## config.mk

```make
export PLATFORM = sky130hd
export DESIGN_NAME = dmem_arbiter_flat
export DESIGN_NICKNAME = d
export VERILOG_FILES = /design/src/rtl/dmem_arbiter_if.sv /design/src/rtl/dmem_arbiter.sv /design/src/flat_wrapper.sv
export SDC_FILE = /design/constraint.sdc
export NUM_CORES = 1
export LEC_CHECK = 0
export ABC_CLOCK_PERIOD_IN_PS = 1250
export BUFFER_PORTS_ARGS = -buffer_cell sky130_fd_sc_hd__buf_2
export CAP_MARGIN = 20
export CORE_AREA = 2 2 163 85
export DETAILED_ROUTE_END_ITERATION = 8
export DIE_AREA = 0 0 165 87
export HOLD_SLACK_MARGIN = 0.1
export PLACE_DENSITY_LB_ADDON = 0.12
export SETUP_SLACK_MARGIN = 0.2
export SLEW_MARGIN = 15
export SYNTH_ARGS = -nofsm -noshare
export SYNTH_HDL_FRONTEND = slang
export SYNTH_SLANG_ARGS = --single-unit
```

## constraint.sdc

```tcl
create_clock -name clk -period 1.25 [get_ports clk]
set_input_delay 0.125 -clock clk [delete_from_list [all_inputs] [get_ports clk]]
set_output_delay 0.125 -clock clk [all_outputs]
set_load 0.02 [all_outputs]
```

## src/rtl/dmem_arbiter_if.sv

```systemverilog
// rtl/dmem_arbiter_if.sv - request/response and memory bus bundle for dmem_arbiter
// slave is the arbiter's view; master is the requesters' and memory's view.
interface dmem_arbiter_if #(
  parameter int DATA_W = 32
);
  logic              req0_valid;
  logic              req0_ready;
  logic              req0_we;
  logic [DATA_W-1:0] req0_addr;
  logic [DATA_W-1:0] req0_wdata;
  logic              req1_valid;
  logic              req1_ready;
  logic              req1_we;
  logic [DATA_W-1:0] req1_addr;
  logic [DATA_W-1:0] req1_wdata;
  logic              rsp0_valid;
  logic              rsp0_ready;
  logic              rsp1_valid;
  logic              rsp1_ready;
  logic [DATA_W-1:0] rsp_rdata;
  logic              rsp_err;
  logic              write_enable;
  logic              read_enable;
  logic [DATA_W-1:0] mem_addr;
  logic [DATA_W-1:0] mem_write_data;
  logic [DATA_W-1:0] mem_read_data;

  modport slave (
    input  req0_valid, req0_we, req0_addr, req0_wdata,
    input  req1_valid, req1_we, req1_addr, req1_wdata,
    input  rsp0_ready, rsp1_ready, mem_read_data,
    output req0_ready, req1_ready, rsp0_valid, rsp1_valid, rsp_rdata, rsp_err,
    output write_enable, read_enable, mem_addr, mem_write_data
  );

  modport master (
    output req0_valid, req0_we, req0_addr, req0_wdata,
    output req1_valid, req1_we, req1_addr, req1_wdata,
    output rsp0_ready, rsp1_ready, mem_read_data,
    input  req0_ready, req1_ready, rsp0_valid, rsp1_valid, rsp_rdata, rsp_err,
    input  write_enable, read_enable, mem_addr, mem_write_data
  );
endinterface

```

## src/rtl/dmem_arbiter.sv

```systemverilog
// rtl/dmem_arbiter.sv - round-robin two-port arbiter for the single-port data memory
// Define DMEM_ARB_ALIGN_CHECK_EN to reject misaligned or out-of-range accesses with rsp_err.
module dmem_arbiter #(
  parameter int DATA_W      = 32,
  parameter int DEPTH_WORDS = 256
) (
  input logic           clk,
  input logic           rst_n,
  dmem_arbiter_if.slave bus
);
  typedef enum logic [1:0] {IDLE, ISSUE, RESP} state_t;

  state_t            state_q;
  logic              last_grant_q;
  logic              owner_q;
  logic              we_q;
  logic              illegal_q;
  logic              wr_en_q;
  logic              rd_en_q;
  logic [DATA_W-1:0] addr_q;
  logic [DATA_W-1:0] wdata_q;
  logic [DATA_W-1:0] rsp_rdata_q;
  logic              rsp_err_q;
  logic              rsp0_valid_q;
  logic              rsp1_valid_q;

  logic              grant_d;
  logic              accept_d;
  logic              we_d;
  logic              legal_d;
  logic [DATA_W-1:0] addr_d;
  logic [DATA_W-1:0] wdata_d;

  // A tie goes to the port that did not win last; a lone requester always wins.
  assign grant_d  = (bus.req0_valid && bus.req1_valid) ? !last_grant_q : bus.req1_valid;
  assign bus.req0_ready = (state_q == IDLE) && bus.req0_valid && !grant_d;
  assign bus.req1_ready = (state_q == IDLE) && bus.req1_valid && grant_d;
  assign accept_d = bus.req0_ready || bus.req1_ready;

  assign we_d    = grant_d ? bus.req1_we    : bus.req0_we;
  assign addr_d  = grant_d ? bus.req1_addr  : bus.req0_addr;
  assign wdata_d = grant_d ? bus.req1_wdata : bus.req0_wdata;

`ifdef DMEM_ARB_ALIGN_CHECK_EN
  assign legal_d = (addr_d[1:0] == 2'b00) && ((addr_d >> 2) < DATA_W'(DEPTH_WORDS));
`else
  logic [31:0] unused_depth;
  assign unused_depth = 32'(DEPTH_WORDS);
  assign legal_d      = 1'b1;
`endif

  // Reset gates the write strobe combinationally so a reset during ISSUE never commits.
  assign bus.write_enable   = wr_en_q && rst_n;
  assign bus.read_enable    = rd_en_q;
  assign bus.mem_addr       = addr_q;
  assign bus.mem_write_data = wdata_q;
  assign bus.rsp0_valid     = rsp0_valid_q;
  assign bus.rsp1_valid     = rsp1_valid_q;
  assign bus.rsp_rdata      = rsp_rdata_q;
  assign bus.rsp_err        = rsp_err_q;

  always_ff @(posedge clk) begin
    if (!rst_n) begin
      state_q      <= IDLE;
      last_grant_q <= 1'b1;
      owner_q      <= 1'b0;
      we_q         <= 1'b0;
      illegal_q    <= 1'b0;
      wr_en_q      <= 1'b0;
      rd_en_q      <= 1'b0;
      addr_q       <= '0;
      wdata_q      <= '0;
      rsp_rdata_q  <= '0;
      rsp_err_q    <= 1'b0;
      rsp0_valid_q <= 1'b0;
      rsp1_valid_q <= 1'b0;
    end else begin
      case (state_q)
        IDLE: begin
          if (accept_d) begin
            owner_q      <= grant_d;
            last_grant_q <= grant_d;
            we_q         <= we_d;
            illegal_q    <= !legal_d;
            addr_q       <= addr_d;
            wdata_q      <= wdata_d;
            wr_en_q      <= we_d && legal_d;
            rd_en_q      <= !we_d && legal_d;
            state_q      <= ISSUE;
          end
        end
        ISSUE: begin
          wr_en_q      <= 1'b0;
          rd_en_q      <= 1'b0;
          rsp_rdata_q  <= (we_q || illegal_q) ? '0 : bus.mem_read_data;
          rsp_err_q    <= illegal_q;
          rsp0_valid_q <= !owner_q;
          rsp1_valid_q <= owner_q;
          state_q      <= RESP;
        end
        RESP: begin
          if ((rsp0_valid_q && bus.rsp0_ready) || (rsp1_valid_q && bus.rsp1_ready)) begin
            rsp0_valid_q <= 1'b0;
            rsp1_valid_q <= 1'b0;
            state_q      <= IDLE;
          end
        end
        default: state_q <= IDLE;
      endcase
    end
  end
endmodule

```

## src/flat_wrapper.sv

```systemverilog
// flat-port wrapper written by rule: the top's interface ports become plain ports
module dmem_arbiter_flat 
#(
  parameter int DATA_W      = 32,
  parameter int DEPTH_WORDS = 256
)
  (clk, rst_n, bus_req0_valid, bus_req0_we, bus_req0_addr, bus_req0_wdata, bus_req1_valid, bus_req1_we, bus_req1_addr, bus_req1_wdata, bus_rsp0_ready, bus_rsp1_ready, bus_mem_read_data, bus_req0_ready, bus_req1_ready, bus_rsp0_valid, bus_rsp1_valid, bus_rsp_rdata, bus_rsp_err, bus_write_enable, bus_read_enable, bus_mem_addr, bus_mem_write_data);
  dmem_arbiter_if #(.DATA_W(DATA_W)) bus_i ();
  input logic clk;
  input logic rst_n;
  input wire logic [$bits(bus_i.req0_valid)-1:0] bus_req0_valid;
  input wire logic [$bits(bus_i.req0_we)-1:0] bus_req0_we;
  input wire logic [$bits(bus_i.req0_addr)-1:0] bus_req0_addr;
  input wire logic [$bits(bus_i.req0_wdata)-1:0] bus_req0_wdata;
  input wire logic [$bits(bus_i.req1_valid)-1:0] bus_req1_valid;
  input wire logic [$bits(bus_i.req1_we)-1:0] bus_req1_we;
  input wire logic [$bits(bus_i.req1_addr)-1:0] bus_req1_addr;
  input wire logic [$bits(bus_i.req1_wdata)-1:0] bus_req1_wdata;
  input wire logic [$bits(bus_i.rsp0_ready)-1:0] bus_rsp0_ready;
  input wire logic [$bits(bus_i.rsp1_ready)-1:0] bus_rsp1_ready;
  input wire logic [$bits(bus_i.mem_read_data)-1:0] bus_mem_read_data;
  output wire logic [$bits(bus_i.req0_ready)-1:0] bus_req0_ready;
  output wire logic [$bits(bus_i.req1_ready)-1:0] bus_req1_ready;
  output wire logic [$bits(bus_i.rsp0_valid)-1:0] bus_rsp0_valid;
  output wire logic [$bits(bus_i.rsp1_valid)-1:0] bus_rsp1_valid;
  output wire logic [$bits(bus_i.rsp_rdata)-1:0] bus_rsp_rdata;
  output wire logic [$bits(bus_i.rsp_err)-1:0] bus_rsp_err;
  output wire logic [$bits(bus_i.write_enable)-1:0] bus_write_enable;
  output wire logic [$bits(bus_i.read_enable)-1:0] bus_read_enable;
  output wire logic [$bits(bus_i.mem_addr)-1:0] bus_mem_addr;
  output wire logic [$bits(bus_i.mem_write_data)-1:0] bus_mem_write_data;
  assign bus_i.req0_valid = bus_req0_valid;
  assign bus_i.req0_we = bus_req0_we;
  assign bus_i.req0_addr = bus_req0_addr;
  assign bus_i.req0_wdata = bus_req0_wdata;
  assign bus_i.req1_valid = bus_req1_valid;
  assign bus_i.req1_we = bus_req1_we;
  assign bus_i.req1_addr = bus_req1_addr;
  assign bus_i.req1_wdata = bus_req1_wdata;
  assign bus_i.rsp0_ready = bus_rsp0_ready;
  assign bus_i.rsp1_ready = bus_rsp1_ready;
  assign bus_i.mem_read_data = bus_mem_read_data;
  assign bus_req0_ready = bus_i.req0_ready;
  assign bus_req1_ready = bus_i.req1_ready;
  assign bus_rsp0_valid = bus_i.rsp0_valid;
  assign bus_rsp1_valid = bus_i.rsp1_valid;
  assign bus_rsp_rdata = bus_i.rsp_rdata;
  assign bus_rsp_err = bus_i.rsp_err;
  assign bus_write_enable = bus_i.write_enable;
  assign bus_read_enable = bus_i.read_enable;
  assign bus_mem_addr = bus_i.mem_addr;
  assign bus_mem_write_data = bus_i.mem_write_data;
  dmem_arbiter #(.DATA_W(DATA_W), .DEPTH_WORDS(DEPTH_WORDS)) u_core (.clk(clk), .rst_n(rst_n), .bus(bus_i));
endmodule
```

; ---- Word level (Yosys, flattened, before mapping)
; Index checks and enable logic that the tools add are counted.
[op_classes]
n_reduce_logical = 21
eq_ne = 4
mux = 15
[ops]
columns = cell, n
row1 = two-way mux 32 bit, 3
row2 = logical AND 1 bit, 8
row3 = one-hot mux 1 bit (2 select lines), 4
row4 = AND reduction 2 bit, 4
row5 = one-hot mux 2 bit (3 select lines), 1
row6 = two-way mux 1 bit, 5
row7 = logical NOT 1 bit, 4
row8 = two-way mux 2 bit, 2
row9 = "!= test 2 x 1 -> 1 bit, second input constant", 2
row10 = nonzero test 2 bit, 2
row11 = "equality test 2 x 1 -> 1 bit, second input constant", 1
row12 = "equality test 2 bit, second input constant", 1
row13 = logical NOT 2 bit, 1
row14 = logical OR 1 bit, 2
[word_totals]
word_cells = 51
out_inout_bits = 103
register_bits = 105

; ---- Depth between registers and ports, before layout
; Gate-level depths: netlist (run 1).
[depth]
word_depth = 7
depth_mapped = 6

; ---- Worst setup path before layout (run 1)
; OpenSTA, ideal clock, no wires.
[synth_timing]
kind = register -> register
from = reg u_core.state_q[1]
to = reg u_core.rsp0_valid_q (netlist: u_core.bus.rsp0_valid)
period_less_slack_ns = 1.221
setup_slack_ns = 0.029
setup_ns = 0.122
t_arrival_ns = 1.099
stages_incl_launch_ff = 7
required_ns = 1.128
path_cell_list = dfxtp_1 nand2b_1 buf_2 buf_4 buf_4 o221ai_1 a21oi_1
[synth_between]
elab_chain_cells = 3
word_cells_on_any_way = 6
cone_classes = eq/ne: 3 / mux: 1 / reduce/logical: 2
[synth_lines]
columns = item, line
row1 = "start, declared", dmem_arbiter.sv:13  ; state_t state_q;
row2 = "start signal, assigned", dmem_arbiter.sv:64  ; state_q <= IDLE;
row3 = "start signal, assigned", dmem_arbiter.sv:89  ; state_q <= ISSUE;
row4 = "start signal, assigned", dmem_arbiter.sv:99  ; state_q <= RESP;
row5 = equality test 2 bit / equality test 2 x 1 -> 1 bit (equally long branches), dmem_arbiter.sv:78  ; case (state_q)
row6 = != test 2 x 1 -> 1 bit (no source line) / nonzero test 2 bit (equally long branches), -
row7 = AND reduction 2 bit (no source line), -
row8 = "end signal, assigned", dmem_arbiter.sv:97  ; rsp0_valid_q <= !owner_q;
row9 = "end, declared", dmem_arbiter.sv:24  ; logic rsp0_valid_q;
; Parallel ways exist; a longest one is shown, timed or not.
; A chain may end at the register's enable or synchronous reset.

; ---- Worst setup path after layout (run 1)
[layout_timing]
from = reg u_core.last_grant_q
to = reg u_core.addr_q[8] (netlist: u_core.bus.mem_addr[8])
[layout_between]
elab_chain_cells = 6
word_cells_on_any_way = 8
cone_classes = mux: 2 / reduce/logical: 6
[layout_lines]
columns = item, line
row1 = "start, declared", dmem_arbiter.sv:14  ; logic last_grant_q;
row2 = "start signal, assigned", dmem_arbiter.sv:82  ; last_grant_q <= grant_d;
row3 = logical NOT 1 bit (*), dmem_arbiter.sv:35  ; assign grant_d = (bus.req0_valid && bus.req1_valid) ? !last_grant_q : bus.req1_valid;
row4 = two-way mux 1 bit (*), dmem_arbiter.sv:35
row5 = logical NOT 1 bit, dmem_arbiter.sv:36  ; assign bus.req0_ready = (state_q == IDLE) && bus.req0_valid && !grant_d;
row6 = logical AND 1 bit, dmem_arbiter.sv:36
row7 = logical OR 1 bit, dmem_arbiter.sv:38  ; assign accept_d = bus.req0_ready || bus.req1_ready;
row8 = AND reduction 2 bit (no source line), -
row9 = "end signal, assigned", dmem_arbiter.sv:85  ; addr_q <= addr_d;
row10 = "end, declared", dmem_arbiter.sv:20  ; logic [DATA_W-1:0] addr_q;
; Mark *: on every way between the ends. The rest lies on a longest branch, timed or not.

==> run_results.csv, run 1 <==
group,metric,value,unit
status,status,"finished with violations",
status,violations,"negative setup slack",
clock_network,clock-sinks,105,
floorplan,die_y,87,µm
detailed_routing,drt_iter0_drc,245,
hold_path,min_path_type,"in2reg",
synth,seq_area_frac_synth,0.4693,
synth,synth.distinct_cells,29,
clock_network,htreeDepth,3,
worst_setup_path,critical_path.endpoint_type,"flip-flop",
detailed_routing,drc,0,
worst_setup_path,cp-start-kind,"flip-flop",
detailed_routing,drt_first_pass_iters,4,
clock_network,insertion_delay,0.34,ns
floorplan,rows,30,
floorplan,dieArea,14360,µm²
sta,drv_slew,0,
worst_setup_path,r2r-end,"u_core.bus.mem_addr[8]",
final_layout,instances_no_fill,1080,
synth,ys_ff_latch,105,
synth,synth_compound_area_frac,0.2059,
synth,async_flop_share,0,
final_layout,drive_above_1_share,0.5327,
sta,finalCriticalPeriod,1.411,ns
synth,yosys_warnings,0,
placement,dp_cells,900,
hold_path,hp-start,"bus_req1_wdata[30]",
power,power_frac_seq,0.364,
placement,dp_slack,-0.06182,ns
clock_network,cts_buffer_depth,2,
flow_run,maxCapViolations,0,
final_layout,nets,1067,
sta,finalHoldViolCount,0,
detailed_routing,drt-total-wl,18150,µm
floorplan,io_pins,271,
synth,syn_nets,641,
worst_setup_path,r2r_cells,6,
power,power_density,1194,nW/µm²
power,intPower,7449,µW
placement,gp_congestion,0.7909,
worst_setup_path,critPathKind,"reg2reg",
clock_network,cts_tree,"yes",
placement,portBuffers,269,
global_routing,antenna_found_initial,1,
global_routing,grt_overflow_total,0,
final_layout,areaGrowthSynthToFinish,104.0,%
clock_network,numCtsBuffers,9,
detailed_routing,detail-route-antenna-nets,0,
synth,synth_xor_area_frac,0,
power,leakagePower,0.004092,µW
hold_path,min_to,"u_core.bus.mem_write_data[30]",
synth,synth.cells.most_frequent,"105 x dfxtp_1, 101 x a21oi_1, 65 x mux2i_1, 54 x o21ai_0, 33 x nor2b_1",
synth,synth.avg_cell_area,9.470,µm²
detailed_routing,wl_per_cell,16.80,µm
worst_setup_path,r2r-start,"u_core.last_grant_q",
synth,synth.top_cell.area_share,0.4693,
sta,rsz0062_at_grt,"yes",
detailed_routing,vias_per_cell,4.874,
clock_network,cts_root_buf,"clkbuf_16",
synth,synthAdderAreaFrac,0,
synth,synthSimpleGateAreaFrac,0.1159,
sta,setup_viol,98,
synth,syn_inst,473,
power,p_clk_frac,0.263,
clock_network,clk_pin_slew_worst_paths,0.08,ns
synth,synth_top_family_by_area,"compound AO/OA/AOI/OAI gates",
worst_setup_path,cp_max_fo,11,
sta,worst_slack,-0.1605,ns
synth,syn_area,4479,µm²
power,vdd_drop_max,806.9,µV
floorplan,fp.dieW,165,µm
sta,fin_crit_sh,1.128,
synth,yosys.cell_count.top_type,"dfxtp_1",
worst_setup_path,crit_arrival,1.64,ns
power,combPwrFrac,0.373,
worst_setup_path,required,1.48,ns
power,switching_share,0.3173,
worst_setup_path,r2r_slack,-0.16,ns
floorplan,start_util,0.3419,
synth,synth.area.top_cells,"dfxtp_1 47%, mux2i_1 15%, a21oi_1 11%",
hold_path,min_path_cells,3,
synth,synth_top_cell_by_area,"dfxtp_1",
global_routing,grt_max_degree,59,
sta,fmax,0.7090,GHz
synth,synth_flop_cell,"dfxtp_1",
global_routing,grt_first_pass_wirelength,25590,µm
global_routing,grt_usage,0.2252,
placement,dp_hpwl,9918,µm
sta,clock-skew-final,0.009803,ns
floorplan,coreArea,13100,µm²
power,switchingPower,3463,µW
synth,synth_mux_area_frac,0.1453,
synth,synth_edf_count,0,
global_routing,grt_pass1_vias,5107,
detailed_routing,vias,5264,
==> cells in the final DEF, fill, tap and decap left out, drive strengths merged <==
cell	synthesis	final
diode	0	1
a31o	1	1
nand3b	1	1
nand2	5	5
a21boi	3	3
dlygate4sd3	0	115
clkinv	0	1
o21a	1	1
buf	24	339
and3	1	1
inv	1	2
a21oi	101	101
and2	3	3
clkbuf	21	15
a22oi	1	1
nand3	1	1
bufinv	0	1
conb	1	1
clkinvlp	0	1
mux2i	65	65
o221ai	2	2
nor2b	33	33
nor2	2	2
o21ai	68	68
nor3b	32	32
bufbuf	0	1
dfxtp	105	105
nand2b	1	2
==> state kept, by name, summed over array words and instances (netlist names) <==
name and flops:
u_core.bus.mem_addr 32, u_core.bus.mem_write_data 32, u_core.bus.rsp_rdata 32, u_core.state_q 2, u_core.bus.read_enable 1, u_core.bus.rsp0_valid 1, u_core.bus.rsp1_valid 1, u_core.last_grant_q 1
u_core.owner_q 1, u_core.we_q 1, u_core.wr_en_q 1
==> area by class of cell <==
class	count	area, µm²
fill	940	3961
timing repair buffer	459	3782
multi-input combinational	323	2715
sequential	105	2120
clock buffer	11	242.7
tap	176	220.2
clock inverter	4	52.55
inverter	1	3.754
antenna	1	2.502
==> cells by family after synthesis <==
kind of cell,count (synthesis)
compound gates,177
flops,105
simple gates,79
mux,65
buf+inv,46
other cells,1
==> metrics by stage <==
stage	setup TNS (ns)	hold slack, ns	utilization	power [µW]	instance area, µm²
3_5_place_dp	-0.3261	0.4182	0.4775	6480	6255
4_1_cts	-7.422	0.1004	0.6552	10470	8583
6_report	-5.911	0.09216	0.6976	10910	9139
2_1_floorplan	0	0.3220	-	5587	4712
3_3_place_gp	-0.0008779	0.4096	0.4775	6435	6255
5_1_grt	-12.94	0.09945	0.6976	11420	9139
==> what timing repair did <==
item / 4_1_cts / 5_1_grt
pin swaps: 20 / 12
setup buffers: 22 / 8
gates resized for setup: 104 / 103
hold buffers: 112 / 3
hold endpoints to repair: 57 / 2
cloned: 14 / 5
endpoints found under the setup margin: 105 / 113
==> per-layer routing <==
metal | track usage | up-vias | part of all wire
met1 | 0.2838 | 2482 | 0.43
met5 | 0 | - | 0
met2 | 0.3807 | 205 | 0.48
met4 | 0.06640 | 0 | 0.020
li1 | - | 2543 | -
met3 | 0.06092 | 34 | 0.071
==> power groups by stage <==
stage	Combinational, µW	Sequential, µW	Clock [µW]
final	4070	3970	2870
after global routing	4310	4010	3100
after detailed placement	2490	3990	0
after floorplan	1160	4430	0
after global placement	2450	3990	0
after CTS	3600	3930	2940
==> worst max path at each step <==
stage	start	endpoint	slack, ns	cells after the start
6_report	u_core.last_grant_q	u_core.bus.mem_addr[8]	-0.16	6
3_5_place_dp	u_core.last_grant_q	u_core.bus.mem_write_data[11]	-0.06	5
5_1_grt	u_core.last_grant_q	u_core.bus.mem_addr[8]	-0.24	6
2_1_floorplan	u_core.last_grant_q	u_core.bus.mem_addr[10]	0.07	5
4_1_cts	u_core.last_grant_q	bus_req1_ready	-0.15	4
3_3_place_gp	u_core.last_grant_q	u_core.bus.mem_write_data[30]	-0.0006	5
==> worst max-delay path, cell delays in order, from the launching register on <==
cell and delay (ns):
dfxtp_2 0.33, a21boi_4 0.17, buf_12 0.14, buf_12 0.15, clkbuf_16 0.17, mux2i_1 0.24
a21oi_2 0.10
No activity file was read; power rests on OpenSTA's default activity.
==> inputs of run 2 (changes only) <==
Settings changed: CTS_BUF_LIST from default to sky130_fd_sc_hd__clkbuf_8.
==> run 2 against run 1 <==
Core utilization rose by 2.2 points. Power decreased by 3.9%. Global-route usage grew 1.3 points. Clock-buffer cell count fell by 1. Largest cell class unchanged. Critical path depth up 2. Clock skew hardly changed. Non-clock buffer count up 19. The flow still finishes with violations (negative setup slack).
==> run_results.csv, run 2 (same netlist as run 1, synthesis figures left out) <==
group,metric,value,unit
worst_setup_path,r2r-end,"u_core.bus.mem_write_data[13]",
global_routing,grt_overflow_total,0,
floorplan,fp.dieW,165,µm
global_routing,grt_use_met3,0.06378,
detailed_routing,drt_first_pass_iters,7,
detailed_routing,drt-total-wl,19270,µm
worst_setup_path,critical_path.endpoint_type,"flip-flop",
placement,placed_area,6255,µm²
placement,dp_slack,-0.06182,ns
clock_network,cts_root_buf,"clkbuf_8",
power,leakagePower,0.004165,µW
floorplan,dieArea,14360,µm²
placement,portBuffers,269,
detailed_routing,detail-route-antenna-nets,0,
clock_network,cts_buffer_depth,2,
global_routing,antenna_found_initial,1,
flow_run,maxCapViolations,0,
worst_setup_path,r2r-start,"u_core.state_q[1]",
sta,clock-skew-final,0.009873,ns
clock_network,clk_pin_slew_worst_paths,0.10,ns
clock_network,clock-sinks,105,
final_layout,final_common_cell,"buf_2",
sta,timing.hold.ws,0.1435,ns
worst_setup_path,r2r_slack,-0.19,ns
floorplan,rows,30,
sta,fin_crit_sh,1.153,
hold_path,min_path_type,"in2reg",
worst_setup_path,r2r_cells,8,
global_routing,grt_pass1_vias,5380,
worst_setup_path,cp-start-kind,"flip-flop",
global_routing,grt_first_pass_wirelength,26820,µm
global_routing,grt.busiest_layer,"met2",
global_routing,grt_use_met2,0.4129,
placement,gp_congestion,0.7909,
power,p_total,10480,µW
final_layout,drive_above_1_share,0.5488,
sta,setup_tns,-8.669,ns
detailed_routing,drc,0,
sta,fmax,0.6939,GHz
placement,dp_hpwl,9918,µm
clock_network,insertion_delay,0.36,ns
floorplan,coreArea,13100,µm²
status,violations,"negative setup slack",
status,status,"finished with violations",
hold_path,min_path_cells,4,
detailed_routing,drt_iter0_drc,322,
sta,finalHoldViolCount,0,
sta,worst_slack,-0.1912,ns
global_routing,grt_max_degree,59,
final_layout,areaGrowthSynthToFinish,110.5,%
detailed_routing,vias_per_cell,4.994,
clock_network,numCtsBuffers,9,
final_layout,layout_common_cells,"193 x buf_2, 130 x dlygate4sd3_1, 90 x buf_4",
global_routing,grt_usage,0.2379,
hold_path,hp-start,"bus_mem_read_data[21]",
global_routing,met1_usage,0.2871,
detailed_routing,wl_per_cell,17.54,µm
floorplan,io_pins,271,
floorplan,die_y,87,µm
floorplan,start_util,0.3419,
final_layout,nets,1086,
power,power_density,1112,nW/µm²
sta,rsz0062_at_grt,"yes",
worst_setup_path,critPathKind,"reg2reg",
final_layout,final_area,9429,µm²
detailed_routing,vias,5488,
worst_setup_path,cp_max_fo,7,
worst_setup_path,required,1.54,ns
worst_setup_path,crit_arrival,1.73,ns
sta,setup_viol,102,
clock_network,cts_tree,"yes",
hold_path,min_to,"u_core.bus.rsp_rdata[21]",
sta,drv_slew,0,
sta,finalCriticalPeriod,1.441,ns
clock_network,htreeDepth,3,
power,vdd_drop_max,621.8,µV
[run 2: cell type report]
class	count	area [µm²]
Timing Repair Buffer	478	4126
Fill cell	896	3671
Multi-Input combinational cell	323	2721
Sequential cell	105	2161
Tap cell	176	220.2
Clock buffer	10	137.6
Clock inverter	5	56.30
Inverter	1	3.754
Antenna cell	1	2.502
[run 2: through the flow]
stage            util  instances
4_1_cts        0.6702       1085
6_report       0.7198       1099
3_5_place_dp   0.4775        900
2_1_floorplan       -        473
3_3_place_gp   0.4775        900
5_1_grt        0.7198       1099
[run 2: repair_timing]
action | in CTS | in global routing
pin swaps | 23 | 24
hold endpoints to repair | 66 | 0
buffers inserted | 27 | 8
setup endpoints to repair | 111 | 177
gates cloned | 13 | 5
hold buffers | 130 | 0
resized for setup | 124 | 174
[run 2: worst max-delay path by stage]
stage / start / to / slack [ns] / cells after the start
after floorplan: u_core.last_grant_q / u_core.bus.mem_addr[10] / 0.07 / 5
after global placement: u_core.last_grant_q / u_core.bus.mem_write_data[30] / -0.0006 / 5
after detailed placement: u_core.last_grant_q / u_core.bus.mem_write_data[11] / -0.06 / 5
after CTS: u_core.last_grant_q / bus_req1_ready / -0.19 / 4
after global routing: u_core.state_q[1] / u_core.bus.mem_write_data[13] / -0.22 / 8
final: u_core.state_q[1] / u_core.bus.mem_write_data[13] / -0.19 / 8
[run 2: power by group]
group	switching (µW)	internal [µW]
Sequential	246	3750
Combinational	2040	2290
Clock	1180	971
[run 2: critical path, stage by stage (launching register included)]
cell	delay, ns
dfxtp_4	0.37
nor2_4	0.13
buf_6	0.11
o21a_4	0.13
buf_12	0.14
buf_12	0.12
clkbuf_16	0.15
o21ai_1	0.06
a21oi_1	0.17
[run 2: per-layer routing]
metal / up-vias / routed length [µm]
met5: - / 0
met2: 246 / 9470
li1: 2587 / -
met1: 2606 / 7897
met4: 0 / 471
met3: 49 / 1433
==> inputs of run 3 (changes only) <==
Settings changed: ABC_CLOCK_PERIOD_IN_PS 1250 to 1490.
Clock period 1.25 ns to 1.49 ns, I/O delays scaled along.
==> run 3 against run 2 <==
The run now ends clean. Clock skew up 0.0035 ns. Final cell count decreased by 2.9%. Core utilization decreased by 7.6 points. Routed wire length is 4.9% lower. Clock-buffer cell count fell by 1. Register-to-register slack better by 0.23 ns. Clock power is 25% lower. Combinational power shrank 32%. Sequential power is 18% lower. Critical path type is now reg2out. Largest power group is now sequential cells.
==> run_results.csv, run 3 (same netlist as run 1, synthesis figures left out) <==
group,metric,value,unit
detailed_routing,wl_per_cell,17.18,µm
power,p_total,7850,µW
status,status,"finished clean",
worst_setup_path,crit_arrival,1.32,ns
clock_network,htreeDepth,3,
clock_network,cts_buffer_depth,2,
final_layout,antennaDiodeCount,0,
final_layout,nFillCells,1029,
worst_setup_path,required,1.34,ns
floorplan,die_y,87,µm
floorplan,dieArea,14360,µm²
detailed_routing,drt-total-wl,18330,µm
global_routing,grt_pass1_vias,5084,
clock_network,cts_tree,"yes",
worst_setup_path,critical_path.endpoint_type,"output pin",
hold_path,hp-start,"bus_req1_addr[14]",
final_layout,drive_above_1_share,0.4534,
sta,finalCriticalPeriod,1.464,ns
placement,dp_hpwl,9733,µm
sta,drv_slew,0,
placement,portBuffers,269,
sta,fin_crit_sh,0.9826,
sta,clock-skew-final,0.01342,ns
clock_network,clk_pin_slew_worst_paths,0.10,ns
clock_network,insertion_delay,0.37,ns
hold_path,min_path_type,"in2reg",
flow_run,maxCapViolations,0,
sta,maxSlewHeadroom,0.5908,
final_layout,multiInputGateArea,2446,µm²
detailed_routing,drc,0,
detailed_routing,drt_iter0_drc,264,
detailed_routing,vias_per_cell,4.823,
clock_network,clock-sinks,105,
sta,finalHoldViolCount,0,
detailed_routing,detail-route-antenna-nets,0,
detailed_routing,drt_first_pass_iters,4,
worst_setup_path,critPathKind,"reg2out",
floorplan,coreArea,13100,µm²
global_routing,grt_max_degree,47,
hold_path,min_path_cells,3,
final_layout,ff_latch_area,2108,µm²
worst_setup_path,r2r-end,"u_core.bus.mem_addr[24]",
sta,setup_viol,0,
worst_setup_path,r2r-start,"u_core.last_grant_q",
final_layout,final_common_cell,"buf_2",
final_layout,areaGrowthSynthToFinish,88.38,%
worst_setup_path,cp-start-kind,"flip-flop",
clock_network,numCtsBuffers,9,
floorplan,io_pins,271,
global_routing,grt_usage,0.2223,
sta,worst-slew-pin-transition,0.6138,ns
worst_setup_path,r2r_cells,6,
final_layout,nets,1055,
power,power_density,930.3,nW/µm²
hold_path,min_to,"u_core.bus.mem_addr[14]",
power,leakagePower,0.003805,µW
sta,fmax,0.6830,GHz
worst_setup_path,cp_max_fo,3,
final_layout,final_core_util,0.6441,
final_layout,layout_common_cells,"267 x buf_2, 125 x dlygate4sd3_1, 102 x dfxtp_1",
global_routing,antenna_found_initial,0,
floorplan,fp.dieW,165,µm
floorplan,rows,30,
global_routing,grt_overflow_total,0,
clock_network,cts_root_buf,"clkbuf_8",
placement,gp_congestion,0.8277,
floorplan,start_util,0.3419,
sta,rsz0062_at_grt,"yes",
power,vdd_drop_max,487.6,µV
global_routing,grt_first_pass_wirelength,25070,µm
worst_setup_path,r2r_slack,0.04,ns
detailed_routing,vias,5146,
==> run 3: cell types whose count changed in the layout (fill, tap and decap cells not counted), sizes merged <==
cell,delta
buf,-26
dlygate4sd3,-5
bufinv,-1
diode,-1
nand2b,-1
inv,-1
clkinvlp,+3
==> run 3: layer usage <==
layer | vias to the layer above | GRT usage | share of wire
li1 | 2508 | - | -
met1 | 2402 | 0.2635 | 0.43
met2 | 206 | 0.3936 | 0.48
met3 | 30 | 0.06473 | 0.068
met4 | 0 | 0.06561 | 0.019
met5 | - | 0 | 0
==> run 3: critical path, cell delays in order (launching register included) <==
cell and delay, ns:
dfxtp_2 0.34, a21boi_4 0.21, buf_12 0.15, buf_12 0.10
nor2_4 0.03, buf_6 0.12
==> run 3: power breakdown <==
group	switching, µW	total, µW	internal [µW]
clock network	1010	1610	602
registers	169	3290	3130
logic	1520	2950	1430
==> run 3: worst max-delay path by stage <==
stage / slack (ns) / endpoint / start / cells past startpoint
5_1_grt: -0.03 / bus_req1_ready / u_core.last_grant_q / 4
3_3_place_gp: 0.12 / u_core.wr_en_q / bus_req0_valid / 6
2_1_floorplan: 0.27 / u_core.bus.rsp0_valid / u_core.state_q[1] / 6
6_report: 0.03 / bus_req0_ready / u_core.last_grant_q / 5
3_5_place_dp: 0.07 / u_core.wr_en_q / bus_req0_valid / 6
4_1_cts: -0.01 / bus_req1_ready / u_core.last_grant_q / 4
==> run 3: what timing repair did <==
action / 4_1_cts / 5_1_grt
cloned: 5 / 8
pin swaps: 45 / 28
setup endpoints to repair: 41 / 98
hold buffers: 125 / 0
hold endpoints to repair: 64 / 0
gates resized for setup: 37 / 76
buffers inserted: 12 / 10
==> run 3: stage by stage <==
step	worst slack (ns)	instances	TNS (ns)	hold WS [ns]	instance area, µm²
after detailed placement	0.07306	892	0	0.4469	6045
final	0.02594	1067	0	0.1144	8438
after global placement	0.1165	892	0	0.4344	6045
after global routing	-0.03161	1067	-0.06907	0.09585	8438
after floorplan	0.2693	473	0	0.3460	4479
after CTS	-0.01186	1049	-0.02269	0.1003	7846
==> run 3: final cells by class <==
type / instances / share of cell area
Tap cell: 176 / 0.02610
Timing Repair Buffer: 448 / 0.4138
Sequential cell: 105 / 0.2499
Multi-Input combinational cell: 322 / 0.2899
Clock buffer: 9 / 0.01468
Inverter: 1 / 0.0004448
Clock inverter: 6 / 0.005190
